<file path="src/rtl/matrix_stream_parser.sv">
// ASCII decimal token parser: dimension header, then element writes into
// matrix storage, with zero padding of missing elements after an idle timeout.
module matrix_stream_parser #(
    parameter int ELEM_W  = 8,
    parameter int ADDR_W  = 8,
    parameter int MAX_DIM = 5,
    parameter int MAX_VAL = 9,
    parameter int MAX_CNT = 2,
    parameter int TIMEOUT = 500000
) (
    input  logic              clk,
    input  logic              sys_rst,
    input  logic              start,
    input  logic              mode,
    input  logic [ADDR_W-1:0] base_addr,
    input  logic [7:0]        rx_data,
    input  logic              rx_valid,
    output logic              wr_en,
    output logic [ADDR_W-1:0] wr_addr,
    output logic [ELEM_W-1:0] wr_data,
    output logic [2:0]        dim_rows,
    output logic [2:0]        dim_cols,
    output logic [ELEM_W-1:0] gen_count,
    output logic              busy,
    output logic              done,
    output logic              err,
    output logic [1:0]        err_code
);

    localparam logic [2:0] S_IDLE = 3'd0;
    localparam logic [2:0] S_ROW  = 3'd1;
    localparam logic [2:0] S_COL  = 3'd2;
    localparam logic [2:0] S_CNT  = 3'd3;
    localparam logic [2:0] S_ELEM = 3'd4;
    localparam logic [2:0] S_PAD  = 3'd5;
    localparam logic [2:0] S_DONE = 3'd6;

    localparam int TW = $clog2(TIMEOUT + 1);
    localparam int AW = ELEM_W + 4;
    localparam logic [ELEM_W-1:0] ACC_MAX = '1;
    localparam logic [ELEM_W-1:0] VMAX = ELEM_W'(MAX_VAL);

    logic [2:0]        state_q, state_d;
    logic [ELEM_W-1:0] acc_q, acc_d;
    logic              pend_q, pend_d;
    logic              mode_q, mode_d;
    logic [ADDR_W-1:0] base_q, base_d;
    logic [4:0]        idx_q, idx_d;
    logic [TW-1:0]     timer_q, timer_d;
    logic [2:0]        rows_q, rows_d;
    logic [2:0]        cols_q, cols_d;
    logic [ELEM_W-1:0] gen_q, gen_d;
    logic              wr_en_q, wr_en_d;
    logic [ADDR_W-1:0] wr_addr_q, wr_addr_d;
    logic [ELEM_W-1:0] wr_data_q, wr_data_d;
    logic              busy_q, busy_d;
    logic              done_q, done_d;
    logic              err_q, err_d;
    logic [1:0]        err_code_q, err_code_d;

    logic              is_digit, is_delim, parsing, tok_done, last, dim_ok, cnt_ok;
    logic              timeout_hit;
    logic [AW-1:0]     acc_ext;
    logic [ELEM_W-1:0] acc_next;
    logic [5:0]        total;

    assign is_digit = (rx_data >= 8'h30) && (rx_data <= 8'h39);
    assign is_delim = (rx_data == 8'h20) || (rx_data == 8'h0D) || (rx_data == 8'h0A);
    assign parsing  = (state_q == S_ROW) || (state_q == S_COL) ||
                      (state_q == S_CNT) || (state_q == S_ELEM);
    assign acc_ext  = {4'b0, acc_q} * AW'(10) + AW'(rx_data[3:0]);
    assign acc_next = (acc_ext > AW'(ACC_MAX)) ? ACC_MAX : acc_ext[ELEM_W-1:0];
    assign tok_done = parsing && rx_valid && is_delim && pend_q;
    assign total    = {3'b0, rows_q} * {3'b0, cols_q};
    assign last     = (6'(idx_q) + 6'd1) == total;
    assign dim_ok   = (acc_q >= ELEM_W'(1)) && (acc_q <= ELEM_W'(MAX_DIM));
    assign cnt_ok   = (acc_q >= ELEM_W'(1)) && (acc_q <= ELEM_W'(MAX_CNT));
    // A byte in the expiry cycle takes priority and restarts the idle count
    assign timeout_hit = (state_q == S_ELEM) && !rx_valid &&
                         (timer_q == TW'(TIMEOUT - 1));

    always_comb begin
        state_d    = state_q;
        acc_d      = acc_q;
        pend_d     = pend_q;
        mode_d     = mode_q;
        base_d     = base_q;
        idx_d      = idx_q;
        timer_d    = timer_q;
        rows_d     = rows_q;
        cols_d     = cols_q;
        gen_d      = gen_q;
        wr_en_d    = 1'b0;
        wr_addr_d  = wr_addr_q;
        wr_data_d  = wr_data_q;
        err_d      = 1'b0;
        err_code_d = err_code_q;

        if (parsing && rx_valid) begin
            acc_d  = is_digit ? acc_next : '0;
            pend_d = is_digit;
        end

        unique case (state_q)
            S_IDLE: begin
                if (start) begin
                    state_d    = S_ROW;
                    base_d     = base_addr;
                    mode_d     = mode;
                    acc_d      = '0;
                    pend_d     = 1'b0;
                    idx_d      = '0;
                    timer_d    = '0;
                    rows_d     = '0;
                    cols_d     = '0;
                    gen_d      = '0;
                    err_code_d = 2'd0;
                end
            end
            S_ROW, S_COL: begin
                if (tok_done) begin
                    if (!dim_ok) begin
                        state_d    = S_ROW;
                        err_d      = 1'b1;
                        err_code_d = 2'd1;
                    end else if (state_q == S_ROW) begin
                        rows_d  = acc_q[2:0];
                        state_d = S_COL;
                    end else begin
                        cols_d  = acc_q[2:0];
                        idx_d   = '0;
                        timer_d = '0;
                        state_d = mode_q ? S_CNT : S_ELEM;
                    end
                end
            end
            S_CNT: begin
                if (tok_done) begin
                    if (cnt_ok) begin
                        gen_d   = acc_q;
                        state_d = S_DONE;
                    end else begin
                        state_d    = S_ROW;
                        err_d      = 1'b1;
                        err_code_d = 2'd3;
                    end
                end
            end
            S_ELEM: begin
                timer_d = rx_valid ? '0 : timer_q + TW'(1);
                if (tok_done || (timeout_hit && pend_q)) begin
                    wr_en_d   = 1'b1;
                    wr_addr_d = base_q + ADDR_W'(idx_q);
                    wr_data_d = (acc_q > VMAX) ? VMAX : acc_q;
                    if (acc_q > VMAX) begin
                        err_d      = 1'b1;
                        err_code_d = 2'd2;
                    end
                    if (timeout_hit) begin
                        acc_d  = '0;
                        pend_d = 1'b0;
                    end
                    if (last) state_d = S_DONE;
                    else begin
                        idx_d = idx_q + 5'd1;
                        if (timeout_hit) state_d = S_PAD;
                    end
                end else if (timeout_hit) begin
                    state_d = S_PAD;
                end
            end
            S_PAD: begin
                wr_en_d   = 1'b1;
                wr_addr_d = base_q + ADDR_W'(idx_q);
                wr_data_d = '0;
                if (last) state_d = S_DONE;
                else idx_d = idx_q + 5'd1;
            end
            S_DONE:  state_d = S_IDLE;
            default: state_d = S_IDLE;
        endcase

        done_d = (state_d == S_DONE);
        busy_d = (state_d != S_IDLE);
    end

    always_ff @(posedge clk) begin
        if (sys_rst) begin
            state_q    <= S_IDLE;
            acc_q      <= '0;
            pend_q     <= 1'b0;
            mode_q     <= 1'b0;
            base_q     <= '0;
            idx_q      <= '0;
            timer_q    <= '0;
            rows_q     <= '0;
            cols_q     <= '0;
            gen_q      <= '0;
            wr_en_q    <= 1'b0;
            wr_addr_q  <= '0;
            wr_data_q  <= '0;
            busy_q     <= 1'b0;
            done_q     <= 1'b0;
            err_q      <= 1'b0;
            err_code_q <= 2'd0;
        end else begin
            state_q    <= state_d;
            acc_q      <= acc_d;
            pend_q     <= pend_d;
            mode_q     <= mode_d;
            base_q     <= base_d;
            idx_q      <= idx_d;
            timer_q    <= timer_d;
            rows_q     <= rows_d;
            cols_q     <= cols_d;
            gen_q      <= gen_d;
            wr_en_q    <= wr_en_d;
            wr_addr_q  <= wr_addr_d;
            wr_data_q  <= wr_data_d;
            busy_q     <= busy_d;
            done_q     <= done_d;
            err_q      <= err_d;
            err_code_q <= err_code_d;
        end
    end

    assign wr_en     = wr_en_q;
    assign wr_addr   = wr_addr_q;
    assign wr_data   = wr_data_q;
    assign dim_rows  = rows_q;
    assign dim_cols  = cols_q;
    assign gen_count = gen_q;
    assign busy      = busy_q;
    assign done      = done_q;
    assign err       = err_q;
    assign err_code  = err_code_q;

endmodule

</file>
<file path="config.mk">
export PLATFORM = sky130hd
export DESIGN_NAME = matrix_stream_parser
export DESIGN_NICKNAME = d
export VERILOG_FILES = /design/src/rtl/matrix_stream_parser.sv
export SDC_FILE = /design/constraint.sdc
export NUM_CORES = 1
export LEC_CHECK = 0
export ABC_AREA = 1
export BUFFER_PORTS_ARGS = -buffer_cell sky130_fd_sc_hd__buf_2
export CELL_PAD_IN_SITES_DETAIL_PLACEMENT = 1
export CELL_PAD_IN_SITES_GLOBAL_PLACEMENT = 1
export CORE_MARGIN = 10
export CORE_UTILIZATION = 42
export CTS_CLUSTER_SIZE = 25
export DETAILED_ROUTE_END_ITERATION = 8
export HOLD_SLACK_MARGIN = 0.06
export PLACE_DENSITY_LB_ADDON = 0.1
export SLEW_MARGIN = 25
export SYNTH_ARGS = -nofsm -noshare
export SYNTH_HDL_FRONTEND = slang
export SYNTH_SLANG_ARGS = --single-unit
</file>
<file path="constraint.sdc">
create_clock -name clk -period 3.3 [get_ports clk]
set_input_delay 0.33 -clock clk [delete_from_list [all_inputs] [get_ports clk]]
set_output_delay 0.33 -clock clk [all_outputs]
set_load 0.03 [all_outputs]
</file>
# Word level (Yosys, flattened, before mapping)
# Index checks and enable logic that the tools add are counted.
# Widths: inputs -> output; s select.
dict set report op_classes {
  addsub 5
  n_mul 2
  n_lt_le_gt_ge 7
  n_eq_ne 22
  mux 72
  n_reduce_logical 33
}
# cell count
set ops {}
lappend ops {{$mux 8} 12}
lappend ops {{$mux 19} 5}
lappend ops {{$pmux 8 s2} 4}
lappend ops {{$pmux 19 s3} 1}
lappend ops {{$mux 3} 18}
lappend ops {{$mux 5} 6}
lappend ops {{$pmux 5 s4} 1}
lappend ops {{$add 19x1->19 const B} 1}
lappend ops {{$eq 19x19->1 const B} 1}
lappend ops {{$ne 2x2->1 const B} 9}
lappend ops {{$eq 8x4->1 const B} 2}
lappend ops {{$pmux 3 s5} 1}
lappend ops {{$reduce_and 5->1} 3}
lappend ops {{$mux 2} 7}
lappend ops {{$add 12x4->12} 1}
lappend ops {{$gt 12x8->1 const B} 1}
lappend ops {{$pmux 3 s2} 2}
lappend ops {{$mul 8x3->11 const B} 1}
lappend ops {{$mux 1} 11}
lappend ops {{$eq 3x3->1 const B} 3}
lappend ops {{$logic_and 1x1->1} 9}
lappend ops {{$add 8x5->8} 1}
lappend ops {{$eq 8x6->1 const B} 1}
lappend ops {{$ge 8x1->1 const B} 1}
lappend ops {{other kinds (26)} 39}
dict set report word_totals {
  ff_bits 81
  inputBits 21
  out_inout_bits 36
  word_cells 158
}

# Depth between registers and ports, before layout
# Gate-level depths: netlist (run 1).
dict set report logic_depth {
  depth_word 11
  depth_mapped 15
  ltp_nobuf 15
}

# Worst setup path after synthesis (run 1)
# No wires, ideal clock.
dict set report synth_timing {
  path_kind {flip-flop to flip-flop}
  startpoint {register rows_q[1] (netlist: dim_rows[1])}
  endpoint {register idx_q[2]}
  setup_time_ns 0.113
  arrival_ns 2.621
  setup_slack_ns 0.566
  stages_incl_launch_ff 16
  path_buffers 0
  synth_period_minus_slack_ns 2.734
  path_cell_list {dfxtp_1 -> nand2_1 -> inv_1 -> fa_1 -> ha_1 -> fa_1 -> xor2_1 -> inv_1 -> nand2_1 -> nand2_1 -> nor2_1 -> nand3_1 -> nand2_1 -> nor2_4 -> nor2_1 -> nor2_1}
}
dict set report synth_via {
  elab_chain_cells 5
}
# element line_no
set synth_lines {}
lappend synth_lines {{start: declaration} 50} ;# logic [2:0] rows_q, rows_d;
lappend synth_lines {{start signal: assignment} 214} ;# rows_q <= rows_d;
lappend synth_lines {{$mul 3x3->6 (*)} 74} ;# assign total = {3'b0, rows_q} * {3'b0, cols_q};
lappend synth_lines {{$eq 6x6->1 (*)} 75} ;# assign last = (6'(idx_q) + 6'd1) == total;
lappend synth_lines {{$mux 5 (*)} n/a}
lappend synth_lines {{$mux 5} n/a}
lappend synth_lines {{$pmux 5 s4 (*)} n/a}
lappend synth_lines {{end signal: assignment} 212} ;# idx_q <= idx_d;
lappend synth_lines {{end: declaration} 48} ;# logic [4:0] idx_q, idx_d;
# Every way passes the cells marked *; elsewhere a longest branch is shown, timed or not. The select of a mux whose other input is x is not followed.
# A chain may end at the register's enable or synchronous reset.

# Worst setup path after layout (run 1)
dict set report layout_timing {
  startpoint {register acc_q[1]}
  endpoint {register acc_q[2]}
}
dict set report layout_via {
  elab_chain_cells 9
}
# element line_no
set layout_lines {}
lappend layout_lines {{start: declaration} 44} ;# logic [ELEM_W-1:0] acc_q, acc_d;
lappend layout_lines {{start signal: assignment} 190} ;# acc_q <= '0;
lappend layout_lines {{start signal: assignment} 208} ;# acc_q <= acc_d;
lappend layout_lines {{$mul 8x3->11 (*)} 71} ;# assign acc_ext = {4'b0, acc_q} * AW'(10) + AW'(rx_data[3:0]);
lappend layout_lines {{$add 12x4->12 (*)} 71}
lappend layout_lines {{$gt 12x8->1} 72} ;# assign acc_next = (acc_ext > AW'(ACC_MAX)) ? ACC_MAX : acc_ext[ELEM_W-1:0];
lappend layout_lines {{$mux 8 (*)} 72}
lappend layout_lines {{$mux 8 (*)} 100} ;# acc_d = is_digit ? acc_next : '0;
lappend layout_lines {{$mux 8 (*)} 99} ;# if (parsing && rx_valid) begin
lappend layout_lines {{$mux 8} 159} ;# if (timeout_hit) begin
lappend layout_lines {{$mux 8} 151} ;# if (tok_done || (timeout_hit && pend_q)) begin
lappend layout_lines {{$pmux 8 s2 (*)} 104} ;# unique case (state_q)
# Every way passes the cells marked *; elsewhere a longest branch is shown, timed or not.

==> results.sh, run 1 <==
export IMPL_hold_buffers=0
export IMPL_via_per_inst=5.12
export IMPL_dp_hpwl_um=12000
export IMPL_tightest_slew_ns=0.773
export IMPL_drcViolationCount=0
export IMPL_core_area_um2=12100
export IMPL_cts_tree="yes"
export IMPL_end_kind="flop"
export IMPL_clock_skew_ns=0.00935
export IMPL_synth_cell_area_um2=5230
export IMPL_ir_drop_mv=0.243
export IMPL_dpl_cell_area_um2=5640
export IMPL_synth_seq_area_share=0.310
export IMPL_clock_latency_ns=0.35
export IMPL_status="complete, no violations"
export IMPL_power_share_clock=0.437
export IMPL_path_max_fanout=10
export IMPL_cts_setup_buffers=0
export IMPL_gp_congestion=0.871
export IMPL_synth_top_cells_by_area="dfxtp_1 31%, nand2_1 13%, nor2_1 7.5%, inv_1 6.9%, ha_1 6.5%"
export IMPL_setup_violations=0
export IMPL_slew_violations=0
export IMPL_dieArea_um2=17300
export IMPL_yosys_register_bits=81
export IMPL_syn_to_final_growth_pct=13.9
export IMPL_internal_power_w=0.00171
export IMPL_multi_input_area_um2=3120
export IMPL_cts_path_max_buffers=2
export IMPL_clock_sinks=81
export IMPL_htree_levels=3
export IMPL_synth_top_cell_area_share=0.310
export IMPL_overflow=0
export IMPL_antenna_found_initial=0
export IMPL_hp_class="in -> reg"
export IMPL_p_leak_nw=2.85
export IMPL_fill_cells=1671
export IMPL_synth_async_reset_ratio=0
export IMPL_wire_per_inst_um=15.4
export IMPL_ys_warn_count=0
export IMPL_powerDensity_nw_per_um2=398
export IMPL_yosys_top_cells_count="180 x nand2_1, 104 x nor2_1, 96 x inv_1, 81 x dfxtp_1, 58 x nand3_1"
export IMPL_max_freq_ghz=0.342
export IMPL_nNetsFinal=886
export IMPL_grt_pass1_wl_um=26400
export IMPL_vias=5149
export IMPL_drt_initial_drc_count=254
export IMPL_grt_usage=0.180
export IMPL_drv_cap=0
export IMPL_syn_nets=833
export IMPL_initial_core_util=0.431
export IMPL_fin_area_um2=5950
export IMPL_switching_power_w=0.000660
export IMPL_num_rows=40
export IMPL_n_antenna_cell=0
export IMPL_dr_pass1_iters=4
export IMPL_post_cts_resized=0
export IMPL_ant_nets=0
export IMPL_grt_max_degree=38
export IMPL_rsz0062_at_grt="false"
export IMPL_hold_viol_final=0
export IMPL_drive_gt1_frac=0.152
export IMPL_swShare=0.279
export IMPL_numCtsBuffers=9
export IMPL_yosysTopAreaCell="dfxtp_1"
export IMPL_root_buffer="clkbuf_16"
export IMPL_synth_most_common_cell="nand2_1"
export IMPL_layout_min_cycle_time_ns=2.92
export IMPL_wirelength_um=15500
export IMPL_synth_cells=780
export IMPL_postSynthAreaPerCell_um2=6.70
export IMPL_hold_ws_ns=0.198
export IMPL_pwr_share_seq=0.435
export IMPL_cp_arrival_ns=3.16
export IMPL_period_share=0.885
export IMPL_grt_pass1_vias=5425
export IMPL_regArea_um2=1620
export IMPL_ys_flop_type="dfxtp_1"
export IMPL_ios=57
export IMPL_maxSlewHeadroom=0.484
export IMPL_critPathKind="reg -> reg"
export IMPL_cp_required_ns=3.54
export IMPL_critPathLaunchType="flop"
export IMPL_dieWidth_um=132
export IMPL_die_h_um=132
export IMPL_synth_edff_count=0
export IMPL_tns_ns=0
export IMPL_combPwrFrac=0.128
export IMPL_io_buffers=56
export IMPL_clk_pin_slew_ns=0.06
export IMPL_post_synth_num_cell_types=37
per-layer routing:
layer	GRT usage	part of all wire	wire (um)
met5	0	0	0
met4	0.0464	0.014	221
met3	0.0396	0.025	392
met2	0.324	0.50	7750
met1	0.211	0.46	7080
layout make-up:
class | instances | share of cell area
clock buffer | 11 | 0.0408
clock inverter | 5 | 0.0105
inverter | 106 | 0.0669
multi-input combinational | 577 | 0.524
sequential | 81 | 0.273
tap | 168 | 0.0353
timing repair buffer | 58 | 0.0496
cells by family after synthesis:
| family | after synthesis | share of synthesized area |
|---|---|---|
| and+or+nand+nor | 426 | 0.369 |
| buffers and inverters | 122 | 0.0927 |
| AOI/OAI and AO/OA | 101 | 0.114 |
| DFF | 81 | 0.310 |
| adders and majority gates | 32 | 0.0838 |
| xor gates and xnor gates | 18 | 0.0302 |
final timing paths:
kind                startpoint      endpoint  slack [ns]  cells past startpoint
setup / recovery      acc_q[1]      acc_q[2]        0.38                     10
hold / removal    base_addr[6]     base_q[6]        0.20                      3
setup reg to reg      acc_q[1]      acc_q[2]        0.38                     10
hold reg to reg   gen_count[2]  gen_count[2]        0.44                      2
power by group through the flow:
stage               clock [W]  combinational, W  sequential, W
global route          0.00110          0.000343        0.00103
detailed placement          0          0.000302        0.00105
CTS                   0.00105          0.000305        0.00103
finish                0.00104          0.000303        0.00103
floorplan                   0          0.000219        0.00105
global placement            0          0.000293        0.00105
flip-flops by register name (all words and copies together) (netlist names), 3 cells and up:
name       count
gen_count      8
wr_data        8
wr_addr        8
idx_q          5
acc_q          8
timer_q       19
dim_rows       3
state_q        3
dim_cols       3
base_q         8
stage by stage:
stage	cells	total power, W	setup slack (ns)	utilization
after floorplan	780	0.00127	0.566	-
after global placement	990	0.00134	0.625	0.466
after detailed placement	990	0.00135	0.411	0.466
after CTS	1006	0.00239	0.393	0.491
after global routing	1006	0.00248	0.0957	0.491
final	1006	0.00237	0.379	0.491
placed cells by master (no fill, tap or decap), types with 2 or more instances in the layout:
cell type     n
nand2_2      15
buf_4         2
nor2_2        2
clkbuf_16     9
nand3_4       2
nand2_4       2
nand3b_1      2
clkinvlp_4    2
fa_1          5
a21oi_2      12
o21ai_0      30
or2_2         3
dfxtp_1      81
xnor2_1       7
a21oi_1      47
inv_2         8
nor2_1      104
clkinv_1      2
xor2_1       11
nand2_1     180
nor2_4        3
a21o_1        2
nand3_2       2
inv_1        96
buf_2        56
nand3_1      58
ha_1         27
nor3_1       10
nand4_1      42
o21ai_1       3
a31o_2        2
worst max-delay path: stages, from the launching register on:
cell and delay (ns):
dfxtp_1 0.55, ha_1 0.31, ha_1 0.23, fa_1 0.52, inv_1 0.07, nor2_1 0.20, nand3_1 0.14, o21ai_1 0.47
nand4_1 0.18, nand2_1 0.10, inv_1 0.05
No activity file was read; power rests on OpenSTA's default activity.
==> run 2: changes to the inputs <==
--- a/config.mk
+++ b/config.mk
@@ -6,16 +6,17 @@
 export NUM_CORES = 1
 export LEC_CHECK = 0
 export ABC_AREA = 1
-export BUFFER_PORTS_ARGS = -buffer_cell sky130_fd_sc_hd__buf_2
 export CELL_PAD_IN_SITES_DETAIL_PLACEMENT = 1
 export CELL_PAD_IN_SITES_GLOBAL_PLACEMENT = 1
 export CORE_MARGIN = 10
-export CORE_UTILIZATION = 42
+export CORE_UTILIZATION = 45
 export CTS_CLUSTER_SIZE = 25
 export DETAILED_ROUTE_END_ITERATION = 8
+export DONT_BUFFER_PORTS = 1
 export HOLD_SLACK_MARGIN = 0.06
 export PLACE_DENSITY_LB_ADDON = 0.1
 export SLEW_MARGIN = 25
 export SYNTH_ARGS = -nofsm -noshare
 export SYNTH_HDL_FRONTEND = slang
 export SYNTH_SLANG_ARGS = --single-unit
+export TNS_END_PERCENT = 100
==> results.sh, run 2 (synthesized netlist as in run 1, its figures left out) <==
export IMPL_status="complete, no violations"
export IMPL_io_buffers=0
export IMPL_via_per_inst=5.40
export IMPL_dp_hpwl_um=12000
export IMPL_cts_path_max_buffers=2
export IMPL_maxSlewHeadroom=0.480
export IMPL_pwr_share_seq=0.444
export IMPL_n_antenna_cell=0
export IMPL_dieArea_um2=16300
export IMPL_hold_viol_final=0
export IMPL_path_max_fanout=10
export IMPL_internal_power_w=0.00170
export IMPL_htree_levels=3
export IMPL_hold_ws_ns=0.127
export IMPL_slowest_stage="dfxtp_1"
export IMPL_fill_cells=1539
export IMPL_largest_register="timer_q"
export IMPL_layout_common_cells="180 x nand2_1, 104 x nor2_1, 96 x inv_1, 81 x dfxtp_1, 58 x nand3_1"
export IMPL_num_rows=39
export IMPL_p_leak_nw=2.62
export IMPL_grt_pass1_wl_um=25900
export IMPL_initial_core_util=0.460
export IMPL_critPathLaunchType="flop"
export IMPL_gp_congestion=0.872
export IMPL_ios=57
export IMPL_largest_reg_flops=19
export IMPL_cp_buffers_inverters=2
export IMPL_slowest_delay_ns=0.56
export IMPL_post_cts_resized=0
export IMPL_setup_violations=0
export IMPL_clock_skew_ns=0.00939
export IMPL_grt_max_degree=36
export IMPL_hp_class="in -> reg"
export IMPL_power_share_clock=0.436
export IMPL_cts_setup_buffers=0
export IMPL_combPwrFrac=0.120
export IMPL_drv_cap=0
export IMPL_clock_latency_ns=0.35
export IMPL_switching_power_w=0.000637
export IMPL_end_kind="flop"
export IMPL_crit_family="adder cells"
export IMPL_cts_tree="yes"
export IMPL_layout_min_cycle_time_ns=2.84
export IMPL_dr_pass1_iters=6
export IMPL_path_cells="ha_1 > ha_1 > fa_1 > inv_1 > nor2_1 > nand3_1 > o21ai_1 > nand4_1 > nand2_1 > inv_1"
export IMPL_max_freq_ghz=0.352
export IMPL_powerDensity_nw_per_um2=409
export IMPL_syn_to_final_growth_pct=9.15
export IMPL_antenna_found_initial=0
export IMPL_critPathKind="reg -> reg"
export IMPL_period_share=0.861
export IMPL_grt_usage=0.192
export IMPL_clk_pin_slew_ns=0.06
export IMPL_die_h_um=128
export IMPL_drive_gt1_frac=0.0977
export IMPL_core_area_um2=11400
export IMPL_root_buffer="clkbuf_16"
export IMPL_clock_sinks=81
export IMPL_drcViolationCount=0
export IMPL_nNetsFinal=837
export IMPL_swShare=0.273
export IMPL_ir_drop_mv=0.409
export IMPL_cp_required_ns=3.54
export IMPL_numCtsBuffers=9
export IMPL_grt_pass1_vias=5316
export IMPL_wire_per_inst_um=16.5
export IMPL_cp_arrival_ns=3.08
export IMPL_wirelength_um=15400
export IMPL_dieWidth_um=128
export IMPL_drt_initial_drc_count=210
export IMPL_vias=5025
export IMPL_tns_ns=0
export IMPL_rsz0062_at_grt="false"
export IMPL_overflow=0
export IMPL_tightest_slew_ns=0.779
export IMPL_slew_violations=0
export IMPL_layout_commonest_cell="nand2_1"
export IMPL_ant_nets=0
-- run 2: metal layers --
layer | share of wire | up-vias | global-route usage
met1 | 0.43 | 2413 | 0.221
li1 | - | 2536 | -
met3 | 0.031 | 19 | 0.0426
met5 | 0 | - | 0
met2 | 0.52 | 57 | 0.346
met4 | 0.014 | 0 | 0.0510
-- run 2: per-stage QoR --
step / setup slack (ns) / utilization / area, um2 / total power (W) / std cells
6_report: 0.460 / 0.502 / 5700 / 0.00233 / 931
5_1_grt: 0.160 / 0.502 / 5700 / 0.00244 / 931
4_1_cts: 0.471 / 0.502 / 5700 / 0.00236 / 931
3_5_place_dp: 0.476 / 0.472 / 5370 / 0.00133 / 914
3_3_place_gp: 0.641 / 0.472 / 5370 / 0.00131 / 914
2_1_floorplan: 0.566 / - / 5230 / 0.00127 / 780
-- run 2: area by class of cell --
class | count | area (um2) | share of cell area
multi-input cells | 577 | 3120 | 0.547
flip-flops and latches | 81 | 1620 | 0.284
inverters | 106 | 398 | 0.0698
clock buffers | 10 | 239 | 0.0419
well taps | 143 | 179 | 0.0314
repair buffers | 9 | 82.6 | 0.0145
clock inverters | 5 | 63.8 | 0.0112
-- run 2: worst paths after layout --
check	startpoint	to	slack, ns	cells past startpoint
setup / recovery	acc_q[1]	acc_q[7]	0.46	10
hold / removal	base_addr[0]	base_q[0]	0.13	2
setup reg to reg	acc_q[1]	acc_q[7]	0.46	10
hold reg to reg	timer_q[1]	timer_q[1]	0.50	2
-- run 2: power groups by stage --
stage	Clock (W)	Combinational [W]	Sequential [W]
after detailed placement	0	0.000269	0.00106
after floorplan	0	0.000219	0.00105
after global placement	0	0.000255	0.00106
after global routing	0.00108	0.000321	0.00104
final	0.00102	0.000281	0.00104
after CTS	0.00104	0.000283	0.00104
-- run 2: repair_timing --
action,CTS,global route
setup endpoints to repair,0,0
hold buffers,2,0
hold endpoints to repair,30,0
